==> config.mk <==
export PLATFORM = sky130hd
export DESIGN_NAME = dout_wled_rgb
export DESIGN_NICKNAME = d
export VERILOG_FILES = /design/src/rtl/wled_pkg.sv /design/src/rtl/wled_bit_tx.sv /design/src/rtl/dout_wled_rgb.sv
export SDC_FILE = /design/constraint.sdc
export NUM_CORES = 1
export LEC_CHECK = 0
export BUFFER_PORTS_ARGS = -buffer_cell sky130_fd_sc_hd__buf_2
export CORE_ASPECT_RATIO = 0.8
export CORE_MARGIN = 5
export CORE_UTILIZATION = 30
export DETAILED_ROUTE_END_ITERATION = 8
export GPL_TIMING_DRIVEN = 0
export HOLD_SLACK_MARGIN = 0.06
export PLACE_DENSITY = 0.44
export SETUP_SLACK_MARGIN = 0.5
export SLEW_MARGIN = 10
export SYNTH_ARGS = -nofsm -noshare
export SYNTH_HDL_FRONTEND = slang
export SYNTH_HIERARCHICAL = 1
export SYNTH_SLANG_ARGS = --single-unit
==> constraint.sdc <==
create_clock -name clk -period 3.4 [get_ports clk]
set_input_delay 0.34 -clock clk [delete_from_list [all_inputs] [get_ports clk]]
set_output_delay 0.34 -clock clk [all_outputs]
set_load 0.03 [all_outputs]
==> src/rtl/wled_pkg.sv <==
// Shared types and helpers for the WS2812 chain driver: FSM states, cycle-count
// derivation from nanosecond timings, and colour-depth expansion.
package wled_pkg;

    typedef enum logic [1:0] {
        IDLE,
        LOAD,
        BIT,
        LATCH
    } wled_state_t;

    localparam int WORD_BITS = 24;

    function automatic int c0h_cycles(input int clk_mhz, input int t0h_ns);
        return clk_mhz * t0h_ns / 1000;
    endfunction

    function automatic int c1h_cycles(input int clk_mhz, input int t1h_ns);
        return clk_mhz * t1h_ns / 1000;
    endfunction

    function automatic int cbit_cycles(input int clk_mhz, input int tbit_ns);
        return clk_mhz * tbit_ns / 1000;
    endfunction

    function automatic int crst_cycles(input int clk_mhz, input int reset_us);
        return clk_mhz * reset_us;
    endfunction

    // Widen a 'bits'-wide intensity to 8 bits by repeating its pattern from the MSB down.
    function automatic logic [7:0] expand_color(input logic [7:0] c, input int bits);
        logic [7:0] res;
        logic [2:0] k;
        res = '0;
        for (int j = 0; j < 8; j++) begin
            k   = 3'(bits - 1 - (j % bits));
            res = {res[6:0], c[k]};
        end
        return res;
    endfunction

endpackage

==> src/rtl/wled_bit_tx.sv <==
// Serialises one 24-bit GRB word MSB first as WS2812 pulses; 'ready' marks the
// final cycle of the last bit so the caller can load the next word or latch.
module wled_bit_tx
    import wled_pkg::*;
#(
    parameter int C0H  = 10,
    parameter int C1H  = 21,
    parameter int CBIT = 33
) (
    input  logic                 clk,
    input  logic                 rst_n,
    input  logic                 load,
    input  logic [WORD_BITS-1:0] word,
    output logic                 wled,
    output logic                 ready
);

    localparam int CW = (CBIT > 2) ? $clog2(CBIT) : 1;
    localparam int IW = $clog2(WORD_BITS);

    logic [WORD_BITS-1:0] shreg;
    logic [IW-1:0]        bit_idx;
    logic [CW-1:0]        cnt;
    logic                 active;
    logic [CW-1:0]        th_cur;
    logic                 high_next;

    assign th_cur    = shreg[bit_idx] ? CW'(C1H) : CW'(C0H);
    assign high_next = shreg[bit_idx - IW'(1)] ? (C1H > 0) : (C0H > 0);
    assign ready     = active && (cnt == CW'(CBIT - 1)) && (bit_idx == '0);

    // wled is computed one cycle ahead from the next counter value so the pin is driven by a flop.
    always_ff @(posedge clk or negedge rst_n) begin
        if (!rst_n) begin
            shreg   <= '0;
            bit_idx <= '0;
            cnt     <= '0;
            active  <= 1'b0;
            wled    <= 1'b0;
        end else if (load) begin
            shreg   <= word;
            bit_idx <= IW'(WORD_BITS - 1);
            cnt     <= '0;
            active  <= 1'b1;
            wled    <= word[WORD_BITS-1] ? (C1H > 0) : (C0H > 0);
        end else if (active) begin
            if (cnt == CW'(CBIT - 1)) begin
                cnt <= '0;
                if (bit_idx == '0) begin
                    active <= 1'b0;
                    wled   <= 1'b0;
                end else begin
                    bit_idx <= bit_idx - IW'(1);
                    wled    <= high_next;
                end
            end else begin
                cnt  <= cnt + CW'(1);
                wled <= (cnt + CW'(1)) < th_cur;
            end
        end
    end

endmodule

==> src/rtl/dout_wled_rgb.sv <==
// WS2812 chain driver: walks NUM_LEDS colour inputs, scales by global brightness,
// feeds the bit serialiser and inserts the latch gap between frames.
module dout_wled_rgb
    import wled_pkg::*;
#(
    parameter int CLK_MHZ      = 27,
    parameter int NUM_LEDS     = 1,
    parameter int COLOR_BITS   = 1,
    parameter int AUTO_REFRESH = 1,
    parameter int T0H_NS       = 400,
    parameter int T1H_NS       = 800,
    parameter int TBIT_NS      = 1250,
    parameter int RESET_US     = 300
) (
    input  logic                           clk,
    input  logic                           rst_n,
    input  logic [NUM_LEDS*COLOR_BITS-1:0] green,
    input  logic [NUM_LEDS*COLOR_BITS-1:0] red,
    input  logic [NUM_LEDS*COLOR_BITS-1:0] blue,
    input  logic [7:0]                     bright,
    input  logic                           start,
    output logic                           wled,
    output logic                           busy,
    output logic                           frame_done
);

    localparam int C0H  = c0h_cycles(CLK_MHZ, T0H_NS);
    localparam int C1H  = c1h_cycles(CLK_MHZ, T1H_NS);
    localparam int CBIT = cbit_cycles(CLK_MHZ, TBIT_NS);
    localparam int CRST = crst_cycles(CLK_MHZ, RESET_US);
    localparam int RW   = $clog2(CRST);

    wled_state_t            state;
    logic [7:0]             idx;
    logic [RW-1:0]          rst_cnt;
    logic [COLOR_BITS-1:0]  g_raw;
    logic [COLOR_BITS-1:0]  r_raw;
    logic [COLOR_BITS-1:0]  b_raw;
    logic [WORD_BITS-1:0]   word;
    logic                   tx_ready;

    // (c8 * (bright + 1)) >> 8: full brightness is transparent, zero blanks the channel.
    function automatic logic [7:0] scale(input logic [7:0] c8, input logic [7:0] br);
        logic [15:0] prod;
        prod = 16'(c8) * 16'({1'b0, br} + 9'd1);
        return prod[15:8];
    endfunction

    always_comb begin
        g_raw = COLOR_BITS'(green >> (int'(idx) * COLOR_BITS));
        r_raw = COLOR_BITS'(red   >> (int'(idx) * COLOR_BITS));
        b_raw = COLOR_BITS'(blue  >> (int'(idx) * COLOR_BITS));
        word  = {scale(expand_color(8'(g_raw), COLOR_BITS), bright),
                 scale(expand_color(8'(r_raw), COLOR_BITS), bright),
                 scale(expand_color(8'(b_raw), COLOR_BITS), bright)};
    end

    wled_bit_tx #(
        .C0H  (C0H),
        .C1H  (C1H),
        .CBIT (CBIT)
    ) u_tx (
        .clk   (clk),
        .rst_n (rst_n),
        .load  (state == LOAD),
        .word  (word),
        .wled  (wled),
        .ready (tx_ready)
    );

    // frame_done is raised one cycle early so the registered pulse lands on the last latch cycle.
    always_ff @(posedge clk or negedge rst_n) begin
        if (!rst_n) begin
            state      <= IDLE;
            idx        <= '0;
            rst_cnt    <= '0;
            busy       <= 1'b0;
            frame_done <= 1'b0;
        end else begin
            frame_done <= 1'b0;
            case (state)
                IDLE: begin
                    if (AUTO_REFRESH != 0 || start) begin
                        state <= LOAD;
                        busy  <= 1'b1;
                    end
                end
                LOAD: state <= BIT;
                BIT: begin
                    if (tx_ready) begin
                        rst_cnt <= '0;
                        if (idx < 8'(NUM_LEDS - 1)) begin
                            idx   <= idx + 8'd1;
                            state <= LOAD;
                        end else begin
                            state <= LATCH;
                        end
                    end
                end
                LATCH: begin
                    if (rst_cnt == RW'(CRST - 2)) frame_done <= 1'b1;
                    if (rst_cnt == RW'(CRST - 1)) begin
                        rst_cnt <= '0;
                        idx     <= '0;
                        if (AUTO_REFRESH != 0) begin
                            state <= LOAD;
                        end else begin
                            state <= IDLE;
                            busy  <= 1'b0;
                        end
                    end else begin
                        rst_cnt <= rst_cnt + RW'(1);
                    end
                end
                default: state <= IDLE;
            endcase
        end
    end

endmodule

==> out/metrics.cfg <==
[yosys]
synth_compound_area_frac=0.09560
synth_ff_type=dfrtp_1
synth.area.top_cells=ha_1, fa_1, dfrtp_1
muxShareOfSynthArea=0.05081
synth_cell_types=66
synth_seq_cells=54
yosysWarnings=6
yosysTopAreaCell=ha_1
synth_top_area_frac=0.2054
async_flop_share=1.000
synth_xor_area_frac=0.08772
ys_seq_area_frac=0.1668
syn_inst=862
synth_top_family_by_area=adder cells
synth_fa_ha_area_frac=0.3808
synth_area_per_cell_um2=9.399
yosys.area_share.simple=0.1257
synth.net_count=1078
synth_edf_count=0
netlist_area_um2=8102

[power]
total_leakage_power_uw=0.005086
p_clk_frac=0.104
comb_power_share=0.737
seq_power_share=0.159
ir_drop_v=0.0005293
p_int_uw=3117
p_per_area_nw_per_um2=538.1
power.net_switching_uw=2287
swShare=0.4232
total_power_uw=5404

[floorplan]
initial_utilization=0.3062
io_pins=17
die_h_um=157.0
die-width_um=193.7
rows=53
core_um2=26460
dieArea_um2=30410

[global_routing]
grt_pass1_wl_mm=31.33
grt.total_usage=0.1230
grt_remaining_overflow=0
antenna_found_initial=0
grt_max_degree=55
grt_pass1_vias=6222

[sta]
slew_violations=0
final_hold_viol_count=0
max_freq_ghz=0.2116
setup_ws_ns=-1.326
min_period_ns=4.726
skew_ns=0.006813
timing.final.crit_share=1.390
fin_setup_tns_ns=-26.01
max_slew.worst_pin.slew_ns=0.8509
rsz0062_at_grt=yes
relSlewSlack=0.4327
finalSetupViolations=24

[drt]
vias=5806
viasPerCell=4.501
ant_nets=0
drt-total-wl_mm=17.47
drt-initial-drc-count=215
avgRoutedWirePerCell_um=13.54
drc=0
drt_pre_antenna_iters=4

[clock_tree]
htreeDepth=2
clock_tree.root_cell=clkbuf_16
clkLatencyLatePin_ns=0.29
clk_pin_slew_ns=0.07
cts_sinks=54
cts_buffers=5
clock_path_buffers=2
hold_buffers=0
cts_tree=yes

[worst_setup_path]
start_kind=primary input
cp_slowest_cell=fa_1
cp_max_fo=4
cp.arrival_ns=4.91
cp.required_ns=3.58
critPathMaxStageDelay_ns=0.53
worstSetupPathType=primary input to flop
cp_cell_sequence=buf_8 -> nand2_2 -> or3_4 -> xnor2_4 -> xnor2_4 -> buf_4 -> and2_1 -> ha_1 -> xor2_1 -> fa_1 -> inv_1 -> fa_1 -> inv_1 -> ha_4 -> a21o_1 -> a21oi_2 -> o22ai_2 -> o31a_1 -> a31oi_1 -> xnor2_1 -> mux2_4
endpoint_kind=flop

[placed_design]
hpwl_mm=14.14
globalplace.congestion=0.7453
port_buffers=11

[min_path]
hold_class=primary input to async pin

[finish]
layout-drive-gt1-share=0.2529
antenna_cells=0
fin_nets=1148
syn_to_final_growth_pct=23.97

[status]
status=finished with violations
violations=setup timing

[job]
drv_cap=0

==> timing repair <==
action                     CTS  global route
setup buffers               38            14
pin swaps                   49            32
setup endpoints to repair   24            32
gates resized for setup     99            24
==> routing by layer <==
metal  global-route usage  vias up  share of wire
met3              0.01348        2          0.024
met2               0.1937       36           0.43
met5                    0        -              0
li1                     -     2957              -
met4             0.009100        0         0.0017
met1               0.1901     2811           0.55
==> power by group through the flow <==
| stage | logic (µW) | clock network [µW] | registers [µW] |
|---|---|---|---|
| 4_1_cts | 3850 | 584 | 861 |
| 6_report | 3980 | 561 | 859 |
| 3_3_place_gp | 3340 | 0 | 867 |
| 2_1_floorplan | 2670 | 0 | 847 |
| 3_5_place_dp | 3320 | 0 | 871 |
| 5_1_grt | 4550 | 610 | 881 |
==> cells in the final DEF (no fill, tap or decap), drive strengths merged, types with 3 or more instances in the layout <==
cell and n:
nor3 7, a31oi 8, and3 11, maj3 4, clkbuf 21, nand2b 12, nand2 42, nor2 29
fa 69, mux2i 4, mux2 27, o41ai 3, nand4 4, inv 176, nor2b 23, a31o 3
xnor2 44, nand3 20, buf 68, a21oi 22, o21a 5, ha 133, and2 21, nand4b 3
xor2 32, dfrtp 54, a22o 3, a21o 27, o21ai 18, mux4 3
==> kinds of logic (layout without fill, tap and decap cells) <==
logic type	after synthesis	count (layout)
buf+inv	195	266
compound gates	112	112
mux	34	34
flops	54	54
simple gates	185	185
xor+xnor	76	76
fa+ha+maj	206	206
==> stage by stage <==
| step | util | hold slack [ns] | cell area (µm²) | cells | setup WS [ns] |
|---|---|---|---|---|---|
| after global routing | 0.3796 | 0.1699 | 10040 | 1290 | -1.513 |
| after detailed placement | 0.3386 | 0.4603 | 8960 | 1230 | -2.343 |
| after CTS | 0.3728 | 0.1387 | 9864 | 1276 | -1.306 |
| after global placement | 0.3385 | 0.4534 | 8957 | 1230 | -2.375 |
| final | 0.3796 | 0.1026 | 10040 | 1290 | -1.326 |
| after floorplan | - | 0.04441 | 8456 | 862 | -1.413 |
==> cells in the mapped netlist, drive strengths merged (11+ instances only) <==
library cell	count
and2	21
inv	176
nor2	29
o21ai	18
nand3	20
xnor2	44
nand2	42
dfrtp	54
and3	11
clkbuf	14
ha	133
mux2	27
a21oi	22
nand2b	12
xor2	32
fa	69
nor2b	23
a21o	27
==> final cells by class <==
cell class | instances | area [µm²]
flip-flops and latches | 54 | 1351
multi-input cells | 613 | 6746
clock buffers | 7 | 152.6
inverters | 176 | 665.6
clock inverters | 1 | 8.758
plain buffers | 19 | 116.4
well taps | 357 | 446.7
repair buffers | 63 | 555.5
fillers | 2660 | 16420
==> path summary, 6_finish.rpt <==
check	cells past startpoint	from	endpoint	slack, ns
min in group clk	1	busy	busy	0.47
worst max register to register	11	u_tx/bit_idx[0]	u_tx/wled	0.66
worst max-delay path	21	bright[1]	u_tx/shreg[7]	-1.33
worst min-delay path	1	rst_n	u_tx/cnt[4]	0.10
worst min register to register	1	busy	busy	0.47
max in group asynchronous	1	rst_n	u_tx/bit_idx[1]	2.81
==> flip-flops by register name (all words and copies together), names as in the netlist <==
| name | flops |
|---|---|
| u_tx/wled | 1 |
| u_tx/cnt | 6 |
| busy | 1 |
| u_tx/bit_idx | 5 |
| rst_cnt | 13 |
| state | 2 |
| u_tx/active | 1 |
| frame_done | 1 |
| u_tx/shreg | 24 |
==> critical path, delay by kind of cell <==
kind / cells / cell delay [ns]
AOI/OAI and AO/OA: 5 / 0.97
xor gates and xnor gates: 4 / 0.75
adders and majority gates: 4 / 1.57
buffers and inverters: 4 / 0.38
muxes: 1 / 0.26
and+or+nand+nor: 3 / 0.62
No activity file was read; power rests on OpenSTA's default activity.
